File: src/rtl/fetch_unit.sv
// rtl/fetch_unit.sv - MIPS-32 instruction fetch stage: PC, imem req/ack, IF/ID register, redirects and stalls
module fetch_unit #(
    parameter logic [31:0] RESET_PC  = 32'h0000_0000,
    parameter logic [31:0] NOP_INSTR = 32'h0000_0000
) (
    input  logic        clk,
    input  logic        reset,
    output logic        imem_req,
    output logic [31:0] imem_addr,
    input  logic        imem_ack,
    input  logic [31:0] imem_rdata,
    input  logic        stall,
    input  logic        branch_taken,
    input  logic [31:0] branch_target,
    input  logic        jump,
    output logic        if_id_valid,
    output logic [31:0] if_id_instr,
    output logic [31:0] if_id_pc_plus4,
    output logic [5:0]  opcode,
    output logic [31:0] pc
);

    typedef enum logic [1:0] {
        S_BOOT,
        S_FETCH,
        S_HOLD,
        S_DISCARD
    } state_t;

    localparam logic [31:0] RESET_PC_ALIGNED = {RESET_PC[31:2], 2'b00};

    state_t      state_q, state_d;
    logic [31:0] pc_q, pc_d;
    logic        req_q, req_d;
    logic [31:0] addr_q, addr_d;
    logic        valid_q, valid_d;
    logic [31:0] instr_q, instr_d;
    logic [31:0] pc4_q, pc4_d;
    logic [31:0] hold_instr_q, hold_instr_d;
    logic [31:0] hold_pc4_q, hold_pc4_d;

    logic        redirect;
    logic [31:0] target;
    logic [31:0] addr_plus4;
    logic        unused_target_bits;

    assign unused_target_bits = ^branch_target[1:0];

    always_comb begin
        state_d      = state_q;
        pc_d         = pc_q;
        req_d        = req_q;
        addr_d       = addr_q;
        valid_d      = valid_q;
        instr_d      = instr_q;
        pc4_d        = pc4_q;
        hold_instr_d = hold_instr_q;
        hold_pc4_d   = hold_pc4_q;

        // The branch is older than the jump sitting in ID, so it takes priority.
        redirect   = branch_taken | jump;
        target     = branch_taken ? {branch_target[31:2], 2'b00}
                                  : {pc4_q[31:28], instr_q[25:0], 2'b00};
        addr_plus4 = addr_q + 32'd4;

        case (state_q)
            S_BOOT: begin
                state_d = S_FETCH;
                req_d   = 1'b1;
                addr_d  = redirect ? target : pc_q;
                if (redirect) pc_d = target;
            end
            S_FETCH: begin
                if (imem_ack) begin
                    if (redirect) begin
                        pc_d   = target;
                        addr_d = target;
                    end else if (!stall) begin
                        valid_d = 1'b1;
                        instr_d = imem_rdata;
                        pc4_d   = addr_plus4;
                        pc_d    = addr_plus4;
                        addr_d  = addr_plus4;
                    end else begin
                        hold_instr_d = imem_rdata;
                        hold_pc4_d   = addr_plus4;
                        pc_d         = addr_plus4;
                        req_d        = 1'b0;
                        state_d      = S_HOLD;
                    end
                end else if (redirect) begin
                    // The outstanding read cannot be cancelled; wait it out and drop it.
                    pc_d    = target;
                    state_d = S_DISCARD;
                end else if (!stall) begin
                    valid_d = 1'b0;
                end
            end
            S_HOLD: begin
                if (redirect) begin
                    pc_d    = target;
                    addr_d  = target;
                    req_d   = 1'b1;
                    state_d = S_FETCH;
                end else if (!stall) begin
                    valid_d = 1'b1;
                    instr_d = hold_instr_q;
                    pc4_d   = hold_pc4_q;
                    addr_d  = pc_q;
                    req_d   = 1'b1;
                    state_d = S_FETCH;
                end
            end
            S_DISCARD: begin
                if (redirect) pc_d = target;
                if (imem_ack) begin
                    addr_d  = redirect ? target : pc_q;
                    state_d = S_FETCH;
                end
            end
            default: begin
                state_d = S_BOOT;
                req_d   = 1'b0;
            end
        endcase

        if (redirect) begin
            valid_d = 1'b0;
            instr_d = NOP_INSTR;
        end
    end

    always_ff @(posedge clk or negedge reset) begin
        if (!reset) begin
            state_q      <= S_BOOT;
            pc_q         <= RESET_PC_ALIGNED;
            req_q        <= 1'b0;
            addr_q       <= RESET_PC_ALIGNED;
            valid_q      <= 1'b0;
            instr_q      <= NOP_INSTR;
            pc4_q        <= 32'h0000_0000;
            hold_instr_q <= NOP_INSTR;
            hold_pc4_q   <= 32'h0000_0000;
        end else begin
            state_q      <= state_d;
            pc_q         <= pc_d;
            req_q        <= req_d;
            addr_q       <= addr_d;
            valid_q      <= valid_d;
            instr_q      <= instr_d;
            pc4_q        <= pc4_d;
            hold_instr_q <= hold_instr_d;
            hold_pc4_q   <= hold_pc4_d;
        end
    end

    assign imem_req       = req_q;
    assign imem_addr      = addr_q;
    assign if_id_valid    = valid_q;
    assign if_id_instr    = instr_q;
    assign if_id_pc_plus4 = pc4_q;
    assign opcode         = instr_q[31:26];
    assign pc             = pc_q;

endmodule
File: config.mk
export PLATFORM = sky130hd
export DESIGN_NAME = fetch_unit
export DESIGN_NICKNAME = d
export VERILOG_FILES = /design/src/rtl/fetch_unit.sv
export SDC_FILE = /design/constraint.sdc
export NUM_CORES = 1
export LEC_CHECK = 0
export CAP_MARGIN = 40
export CORE_UTILIZATION = 47
export CTS_CLUSTER_DIAMETER = 40
export DETAILED_ROUTE_END_ITERATION = 7
export GPL_TIMING_DRIVEN = 0
export PLACE_DENSITY = 0.77
export SLEW_MARGIN = 20
export SYNTH_ARGS = -nofsm -noshare
export SYNTH_HDL_FRONTEND = slang
export SYNTH_SLANG_ARGS = --single-unit
File: constraint.sdc
create_clock -name clk -period 1.9 [get_ports clk]
set_input_delay 0.38 -clock clk [delete_from_list [all_inputs] [get_ports clk]]
set_output_delay 0.38 -clock clk [all_outputs]
set_load 0.05 [all_outputs]
==> results of run 1 <==
==> power by group through the flow <==
stage | Clock (W) | Combinational [W] | Sequential (W)
finish | 0.00374 | 0.00550 | 0.00577
global route | 0.00393 | 0.00576 | 0.00584
CTS | 0.00373 | 0.00504 | 0.00572
detailed placement | 0 | 0.00492 | 0.00581
global placement | 0 | 0.00485 | 0.00577
floorplan | 0 | 0.00153 | 0.00726
==> cell families after synthesis <==
| family | after synthesis | synth area share (%) |
|---|---|---|
| AOI/OAI and AO/OA | 281 | 18.5 |
| buffers and inverters | 112 | 4.57 |
| muxes | 53 | 5.38 |
| and+or+nand+nor | 451 | 20.3 |
| xor gates and xnor gates | 26 | 2.27 |
| adders and majority gates | 1 | 0.125 |
| DFF | 196 | 48.8 |
==> routing by layer <==
layer | global-route usage, % | wire length [um]
met5 | 0 | 16
met1 | 44.3 | 14300
met2 | 53.4 | 18100
met3 | 9.97 | 4830
met4 | 18.9 | 2450
==> per-stage QoR <==
step	area [um2]	std cells	worst slack (ns)	util, %
floorplan	10200	1120	-0.479	-
global placement	12500	1596	-8.63	59.7
detailed placement	12600	1599	-1.34	60.0
CTS	14200	1672	-0.206	67.8
global route	14900	1698	-0.382	71.1
finish	14900	1698	-0.319	71.1
==> sequential cells by signal (all words and copies together) (netlist names) <==
| signal | count |
|---|---|
| hold_instr_q | 32 |
| hold_pc4_q | 32 |
| if_id_instr | 32 |
| if_id_pc_plus4 | 32 |
| if_id_valid | 1 |
| imem_addr | 32 |
| imem_req | 1 |
| pc | 32 |
| state_q | 2 |
==> cells in the final DEF (no fill, tap or decap), drive strengths merged, types with 6 or more instances in the layout <==
master | netlist | routed
a211oi | 14 | 14
a22oi | 6 | 6
xnor2 | 16 | 16
nand2 | 266 | 266
a21oi | 38 | 38
o21ai | 78 | 78
nand4 | 6 | 6
nor4 | 7 | 7
o22ai | 17 | 17
inv | 11 | 16
xor2 | 10 | 10
nand3 | 39 | 39
o311ai | 6 | 6
a21o | 13 | 13
mux2 | 8 | 8
a31oi | 9 | 9
and4 | 7 | 7
buf | 24 | 118
clkbuf | 77 | 76
o31ai | 46 | 46
mux2i | 45 | 45
nand2b | 12 | 12
dfrtp | 196 | 196
nor3 | 24 | 24
o211ai | 12 | 12
and3 | 6 | 6
nor2 | 54 | 54
dlygate4sd2 | 0 | 127
clkdlybuf4s15 | 0 | 7
o22a | 6 | 6
clkdlybuf4s50 | 0 | 62
==> critical path, stage by stage (launching register included) <==
cell and delay, ns:
dfrtp_2 0.39, nand4_1 0.26, buf_6 0.26, buf_6 0.13, nor4_4 0.26, buf_6 0.21, nand3_4 0.13, o41ai_2 0.29
a311o_1 0.20
==> worst max-delay path by stage <==
stage,slack (ns),end,startpoint,depth (start not counted)
floorplan,-0.48,pc[21],imem_addr[14],7
finish,-0.32,imem_addr[28],imem_addr[5],8
CTS,-0.21,pc[21],imem_addr[5],5
global placement,-8.63,imem_addr[18],reset,1
global route,-0.38,pc[24],imem_addr[5],9
detailed placement,-1.34,pc[10],jump,7
==> repair_timing <==
| action | CTS | global route |
|---|---|---|
| pin swaps | 50 | 51 |
| setup buffers | 47 | 30 |
| gates resized for setup | 375 | 159 |
| hold buffers | 1 | 0 |
| setup endpoints to repair | 331 | 195 |
| endpoints found under the hold margin | 49 | 0 |
| cloned | 2 | 0 |
==> final cells by class <==
class	count	area share [%]
multi-input cells	812	38.4
clock inverters	12	0.991
plain buffers	90	4.29
well taps	275	2.31
flip-flops and latches	196	33.1
inverters	11	0.277
clock buffers	18	2.95
diodes	1	0.0168
repair buffers	283	17.6
==> qor.yml, run 1 <==
hold_path_class: "input port to asynchronous set/reset pin"
cts-root-buf: "clkbuf_16"
p_seq_share_pct: 38.4
postRouteAntennaNets: 0
cts_buffers: 17
multi_input_comb_area_mm2: 0.00572
clkTransAtPathRegs_ns: 0.08
die_x_um: 148
area_growth_pct: 48.3
synth_common_cells: "nand2_1, dfrtp_1, o21ai_0"
worstSetupPathType: "flip-flop to flip-flop"
fillers: 1531
wl_per_cell_um: 23.4
p_comb_share_pct: 36.6
intPower_w: 0.00885
synth-edff-count: 0
power_w: 0.0150
fin_crit_sh_pct: 117
htreeDepth: 4
switching_share_pct: 41.0
reg2reg_to: "imem_addr[28]"
crit_path_start_kind: "flip-flop"
max_freq_mhz: 451
clkPwrFrac_pct: 24.9
grt_pass1_vias: 9909
crit_arrival_ns: 2.58
ys.flop_type: "dfrtp_1"
fin_ws_ns: -0.319
cts.path.max_buffers: 2
ir_drop_uv: 642
grt_pass1_wl_um: 57300
end_kind: "flip-flop"
drt_iter0_markers: 1499
chipHeight_um: 148
maxCapViolations: 0
fin_crit_ns: 2.22
rsz0062_at_grt: "yes"
hold_ws_ns: 0.434
grtUsageTotal_pct: 34.7
synth_area_mm2: 0.0100
start_util_pct: 47.9
synth_fp_nets: 1191
async_flop_share_pct: 100
rr_worst_depth: 8
ys_top_cells_by_area: "dfrtp_1, nand2_1, mux2i_1"
r2r-start: "imem_addr[5]"
portBuffers: 201
gp_congestion: 0.974
fin_setup_tns_ns: -12.46
power_leakage_nw: 6.88
rows: 53
setup_viol: 84
cts.sinks: 196
yosysMostFrequentCell: "nand2_1"
critPathMaxFanout: 7
grt_max_degree: 81
ys_seq_area_share_pct: 48.8
clk_latency_ns: 0.45
drive_above_1_share_pct: 25.7
worstMarginPinSlew_ns: 0.624
core-area_mm2: 0.0210
wl_um: 39700
synthCells: 1120
antenna_found_initial: 2
fin_skew_ns: 0.00841
finalHoldViolations: 0
synth.distinct_cells: 68
yosysTopAreaCell: "dfrtp_1"
synth.avg_cell_area_um2: 8.97
hpwl_um: 26200
drc: 0
crit_required_ns: 2.26
violations: "setup timing"
viasPerCell: 6.31
status: "complete, but fails checks"
slew_violations: 0
synth_top_area_share_pct: 48.8
p_sw_w: 0.00616
reg2reg_slack_ns: -0.32
regArea_mm2: 0.00494
final_net_count: 1482
power.density_mw_per_mm2: 1010
overflow: 0
tritoncts: "built"
dr.pass1.iters: 6
dieArea_mm2: 0.0220
relSlewSlack_pct: 58.4
ys_ff_latch: 196
io_pins: 206
synth_warnings: 0
vias: 10700
(Power assumes the default switching activity.)
==> inputs of run 2 (changes only) <==
--- a/config.mk
+++ b/config.mk
@@ -6,11 +6,12 @@
 export NUM_CORES = 1
 export LEC_CHECK = 0
 export CAP_MARGIN = 40
-export CORE_UTILIZATION = 47
+export CORE_UTILIZATION = 52
 export CTS_CLUSTER_DIAMETER = 40
 export DETAILED_ROUTE_END_ITERATION = 7
 export GPL_TIMING_DRIVEN = 0
-export PLACE_DENSITY = 0.77
+export PLACE_DENSITY = 0.81
+export REMOVE_ABC_BUFFERS = 1
 export SLEW_MARGIN = 20
 export SYNTH_ARGS = -nofsm -noshare
 export SYNTH_HDL_FRONTEND = slang
==> constraint.sdc (replaced) <==
create_clock -name clk -period 2.3 [get_ports clk]
set_input_delay 0.46 -clock clk [delete_from_list [all_inputs] [get_ports clk]]
set_output_delay 0.46 -clock clk [all_outputs]
set_load 0.05 [all_outputs]
==> run 2 against run 1 <==
Compared with the run above: the flow now finishes without violations; worst hold slack worse by 0.0035 ns; sequential cell count stayed put; cell count is 8.1% lower; clock skew is 0.0029 ns higher; clock power is 14% lower; largest cell class unchanged.
==> qor.yml, run 2 (same netlist as run 1, synthesis figures left out) <==
status: "complete, no violations"
wl_per_cell_um: 21.4
wl_met1_um: 13300
regArea_mm2: 0.00492
crit_required_ns: 2.63
wl_met2_um: 15300
grt_max_degree: 95
postRouteAntennaNets: 0
hold_ws_ns: 0.430
fin_crit_ns: 2.28
critPathMaxFanout: 41
cts.path.max_buffers: 2
power_leakage_nw: 5.73
hpwl_um: 21200
htreeDepth: 4
top_layer: "met4"
finalHoldViolations: 0
drc: 0
portBuffers: 203
rows: 50
relSlewSlack_pct: 40.3
mostFrequentLayoutCell: "nand2_1"
grtUsageTotal_pct: 34.3
dr.pass1.iters: 6
end_kind: "flip-flop"
area_growth_pct: 34.6
clk_latency_ns: 0.44
final_cell_mix: "nand2_1, clkdlybuf4s50_1, dfrtp_1"
cp_common_cell: "buf_12"
gp_congestion: 0.837
max_stage_delay_ns: 0.73
crit_arrival_ns: 2.61
power.density_mw_per_mm2: 892
core-area_mm2: 0.0188
maxCapViolations: 0
fillers: 1373
clkTransAtPathRegs_ns: 0.08
multi_input_comb_area_mm2: 0.00497
cts-root-buf: "clkbuf_16"
die_x_um: 141
io_pins: 206
wl_um: 33400
drive_above_1_share_pct: 10.5
crit_path_start_kind: "input port"
setup_viol: 0
slew_violations: 0
tritoncts: "built"
vias: 9820
grt_pass1_wl_um: 52100
grt_pass1_vias: 9208
route.met3.wl_um: 3550
dieArea_mm2: 0.0199
chipHeight_um: 141
rsz0062_at_grt: "yes"
cts_buffers: 17
start_util_pct: 53.3
antenna_cells: 0
max_freq_mhz: 439
worstSetupPathType: "input port to flip-flop"
fin_skew_ns: 0.0113
worstMarginPinSlew_ns: 0.893
antenna_found_initial: 0
overflow: 0
final_net_count: 1358
hold_path_class: "input port to asynchronous set/reset pin"
ir_drop_uv: 574
viasPerCell: 6.29
drt_iter0_markers: 1175
pre_cts_ws_ns: -1.08
cts.sinks: 196
critPathSlowestCell: "nor2_4"
fin_crit_sh_pct: 99.0
power_w: 0.0121
path_cells: "buf_2 > buf_12 > nor2_4 > nand3_4 > buf_12 > o21ai_0"
fin_ws_ns: 0.0231
run 2: changes by cell type in the layout (fill, tap and decap cells not counted), sizes merged, moves of 2 or more:
cell and delta:
clkbuf -57, buf -75, clkinvlp -2, dlygate4sd2 -120, clkdlybuf4s15 -7, inv +3, clkdlybuf4s50 +127, dlymetal6s2s +4
run 2: layout make-up:
class / instances / area share, %
clock inverters: 14 / 1.38
repair buffers: 245 / 19.6
inverters: 11 / 0.305
multi-input cells: 816 / 36.8
clock buffers: 18 / 3.17
flip-flops and latches: 196 / 36.4
well taps: 260 / 2.41
run 2: through the flow:
stage / instance area [um2] / setup TNS, ns / cells / util (%)
after floorplan: 9630 / -198.62 / 1019 / -
after global placement: 12000 / -2268.83 / 1482 / 63.6
after detailed placement: 12500 / -104.76 / 1504 / 66.4
after CTS: 13400 / 0 / 1554 / 71.0
after global routing: 13500 / -0.0586 / 1560 / 71.8
final: 13500 / 0 / 1560 / 71.8
run 2: path summary, 6_finish.rpt:
check                              startpoint                 end  slack [ns]  cells past startpoint
hold / removal                          reset       hold_pc4_q[0]        0.43                      2
max in group asynchronous               reset        imem_addr[2]        1.14                      3
setup / recovery                 branch_taken      hold_pc4_q[28]        0.02                      6
setup reg to reg                   state_q[0]       imem_addr[16]        0.05                      6
hold reg to reg            if_id_pc_plus4[11]  if_id_pc_plus4[11]        0.47                      1
min in group clk           if_id_pc_plus4[11]  if_id_pc_plus4[11]        0.47                      1
run 2: critical path, delay by kind of cell:
family                 cells  cell delay (ns)
AOI/OAI and AO/OA          1             0.26
buffers and inverters      3             0.67
and+or+nand+nor            2             1.16
run 2: report_power, final:
part	switching (W)	leakage (nW)	internal, W
Sequential	0.000606	2.46	0.00414
Clock	0.00145	0.301	0.00175
Combinational	0.00267	2.97	0.00143
run 2: repair_timing:
| action | in CTS | in global routing |
|---|---|---|
| pin swaps | 10 | 4 |
| hold buffers | 1 | 0 |
| resized for setup | 37 | 20 |
| endpoints found under the setup margin | 166 | 50 |
| endpoints found under the hold margin | 13 | 0 |
| buffers inserted | 14 | 4 |
| cloned | 3 | 1 |
run 2: per-layer routing:
metal  vias up  GRT usage, %
li1       4309             -
met1      4760          46.2
met2       630          53.2
met3       121          8.25
met4         0          14.2
met5         -             0
==> inputs of run 3 (changes only) <==
--- a/config.mk
+++ b/config.mk
@@ -8,10 +8,10 @@
 export CAP_MARGIN = 40
 export CORE_UTILIZATION = 52
 export CTS_CLUSTER_DIAMETER = 40
+export CTS_CLUSTER_SIZE = 10
 export DETAILED_ROUTE_END_ITERATION = 7
 export GPL_TIMING_DRIVEN = 0
 export PLACE_DENSITY = 0.81
-export REMOVE_ABC_BUFFERS = 1
 export SLEW_MARGIN = 20
 export SYNTH_ARGS = -nofsm -noshare
 export SYNTH_HDL_FRONTEND = slang
==> run 3 against run 2 <==
Compared with the run above: the flow now finishes with violations (setup timing); worst hold slack improved by 0.043 ns; die area is the same; sequential power is essentially flat; critical path depth grew 2; combinational power up 2%; via count increased by 2.7%.
==> qor.yml, run 3 (same netlist as run 1, synthesis figures left out) <==
reg2reg_to: "if_id_pc_plus4[21]"
antenna_found_initial: 0
power.density_mw_per_mm2: 892
postRouteAntennaNets: 0
grtUsageTotal_pct: 35.7
core-area_mm2: 0.0188
start_util_pct: 53.3
power_leakage_nw: 5.85
dp.cells: 1584
fin_skew_ns: 0.0115
drt_iter0_markers: 1335
htreeDepth: 4
violations: "setup timing"
crit_arrival_ns: 2.67
power_w: 0.0121
cts_buffers: 17
die_x_um: 141
gp_congestion: 0.957
final_cell_mix: "nand2_1, clkdlybuf4s50_1, dfrtp_1"
final_net_count: 1429
overflow: 0
wl_per_cell_um: 21.4
max_freq_mhz: 428
finalHoldViolations: 0
portBuffers: 201
fin_util_pct: 72.0
grt_max_degree: 100
io_pins: 206
hold_path_end: "hold_pc4_q[18]"
reg2reg_slack_ns: 0.03
vias: 10100
hold_path_class: "flip-flop to flip-flop"
relSlewSlack_pct: 56.1
grt_pass1_vias: 9467
wl_um: 35000
maxCapViolations: 0
drive_above_1_share_pct: 13.3
area_growth_pct: 35.0
chipHeight_um: 141
rr_worst_depth: 7
worstSetupPathType: "input port to flip-flop"
pre_cts_ws_ns: -0.907
grt_pass1_wl_um: 53600
fillers: 1425
whs_path_depth: 2
fin_crit_ns: 2.34
fin_crit_sh_pct: 102
slew_violations: 0
ir_drop_uv: 583
dr.pass1.iters: 5
crit_path_start_kind: "input port"
cts.sinks: 196
setup_viol: 2
rows: 50
cts-root-buf: "clkbuf_16"
viasPerCell: 6.18
status: "complete, but fails checks"
cts.path.max_buffers: 2
tritoncts: "built"
fin_ws_ns: -0.0354
end_kind: "flip-flop"
antenna_cells: 0
drc: 0
rsz0062_at_grt: "yes"
mostFrequentLayoutCell: "nand2_1"
critPathMaxFanout: 10
crit_required_ns: 2.63
clkTransAtPathRegs_ns: 0.07
fin_setup_tns_ns: -0.0669
dieArea_mm2: 0.0199
instances_no_fill: 1631
r2r-start: "state_q[0]"
hp-start: "hold_pc4_q[18]"
clk_latency_ns: 0.44
hpwl_um: 25300
worstMarginPinSlew_ns: 0.658
-- run 3: changes by cell type in the layout (fill, tap and decap cells not counted), sizes merged, moves of 2 or more --
cell	delta
clkbuf	+72
clkdlybuf4s50	+2
buf	+6
inv	-2
-- run 3: through the flow --
step / hold WS (ns) / instance area, um2
floorplan: 0.164 / 10100
global placement: 0.454 / 12400
detailed placement: 0.344 / 12500
CTS: 0.475 / 13400
global route: 0.490 / 13600
finish: 0.474 / 13600
-- run 3: what timing repair did --
| action | in CTS | in global routing |
|---|---|---|
| pin swaps | 4 | 4 |
| resized for setup | 70 | 68 |
| hold buffers | 1 | 0 |
| endpoints found under the hold margin | 33 | 0 |
| gates cloned | 0 | 0 |
| endpoints found under the setup margin | 198 | 142 |
| setup buffers | 9 | 10 |
-- run 3: worst max path at each step --
stage                         end           from  slack (ns)  cells past startpoint
2_1_floorplan              pc[21]  imem_addr[14]       -0.08                      7
3_3_place_gp        imem_addr[16]          reset       -8.20                      1
3_5_place_dp               pc[10]           jump       -0.91                      7
4_1_cts             imem_addr[23]  imem_addr[23]       0.004                      1
5_1_grt        if_id_pc_plus4[21]     state_q[1]       -0.07                      7
6_report            imem_addr[12]   branch_taken       -0.04                      8
-- run 3: layout make-up --
cell class / count / area [um2] / share of cell area [%]
Buffer: 95 / 507 / 3.74
Clock buffer: 21 / 470 / 3.47
Clock inverter: 11 / 139 / 1.02
Inverter: 11 / 41.3 / 0.305
Multi-Input combinational cell: 812 / 4900 / 36.1
Sequential cell: 196 / 4920 / 36.3
Tap cell: 260 / 325 / 2.40
Timing Repair Buffer: 225 / 2250 / 16.6
-- run 3: critical path: stages --
cell,delay (ns)
clkdlybuf4s50_1,0.64
clkbuf_4,0.30
inv_1,0.13
clkbuf_4,0.25
clkbuf_2,0.24
o22ai_1,0.34
nor2_1,0.09
a22o_1,0.20
-- run 3: per-layer routing --
metal | part of all wire (%) | global-route usage (%) | up-vias
met5 | 0 | 0 | -
met4 | 4.3 | 16.1 | 0
met3 | 12 | 10.1 | 106
met2 | 45 | 55.9 | 703
met1 | 39 | 46.0 | 4815
li1 | - | - | 4461
-- run 3: report_power, final --
part	switching [W]	internal [W]
registers	0.000597	0.00415
clock network	0.00143	0.00172
logic	0.00275	0.00145
total	0.00477	0.00732
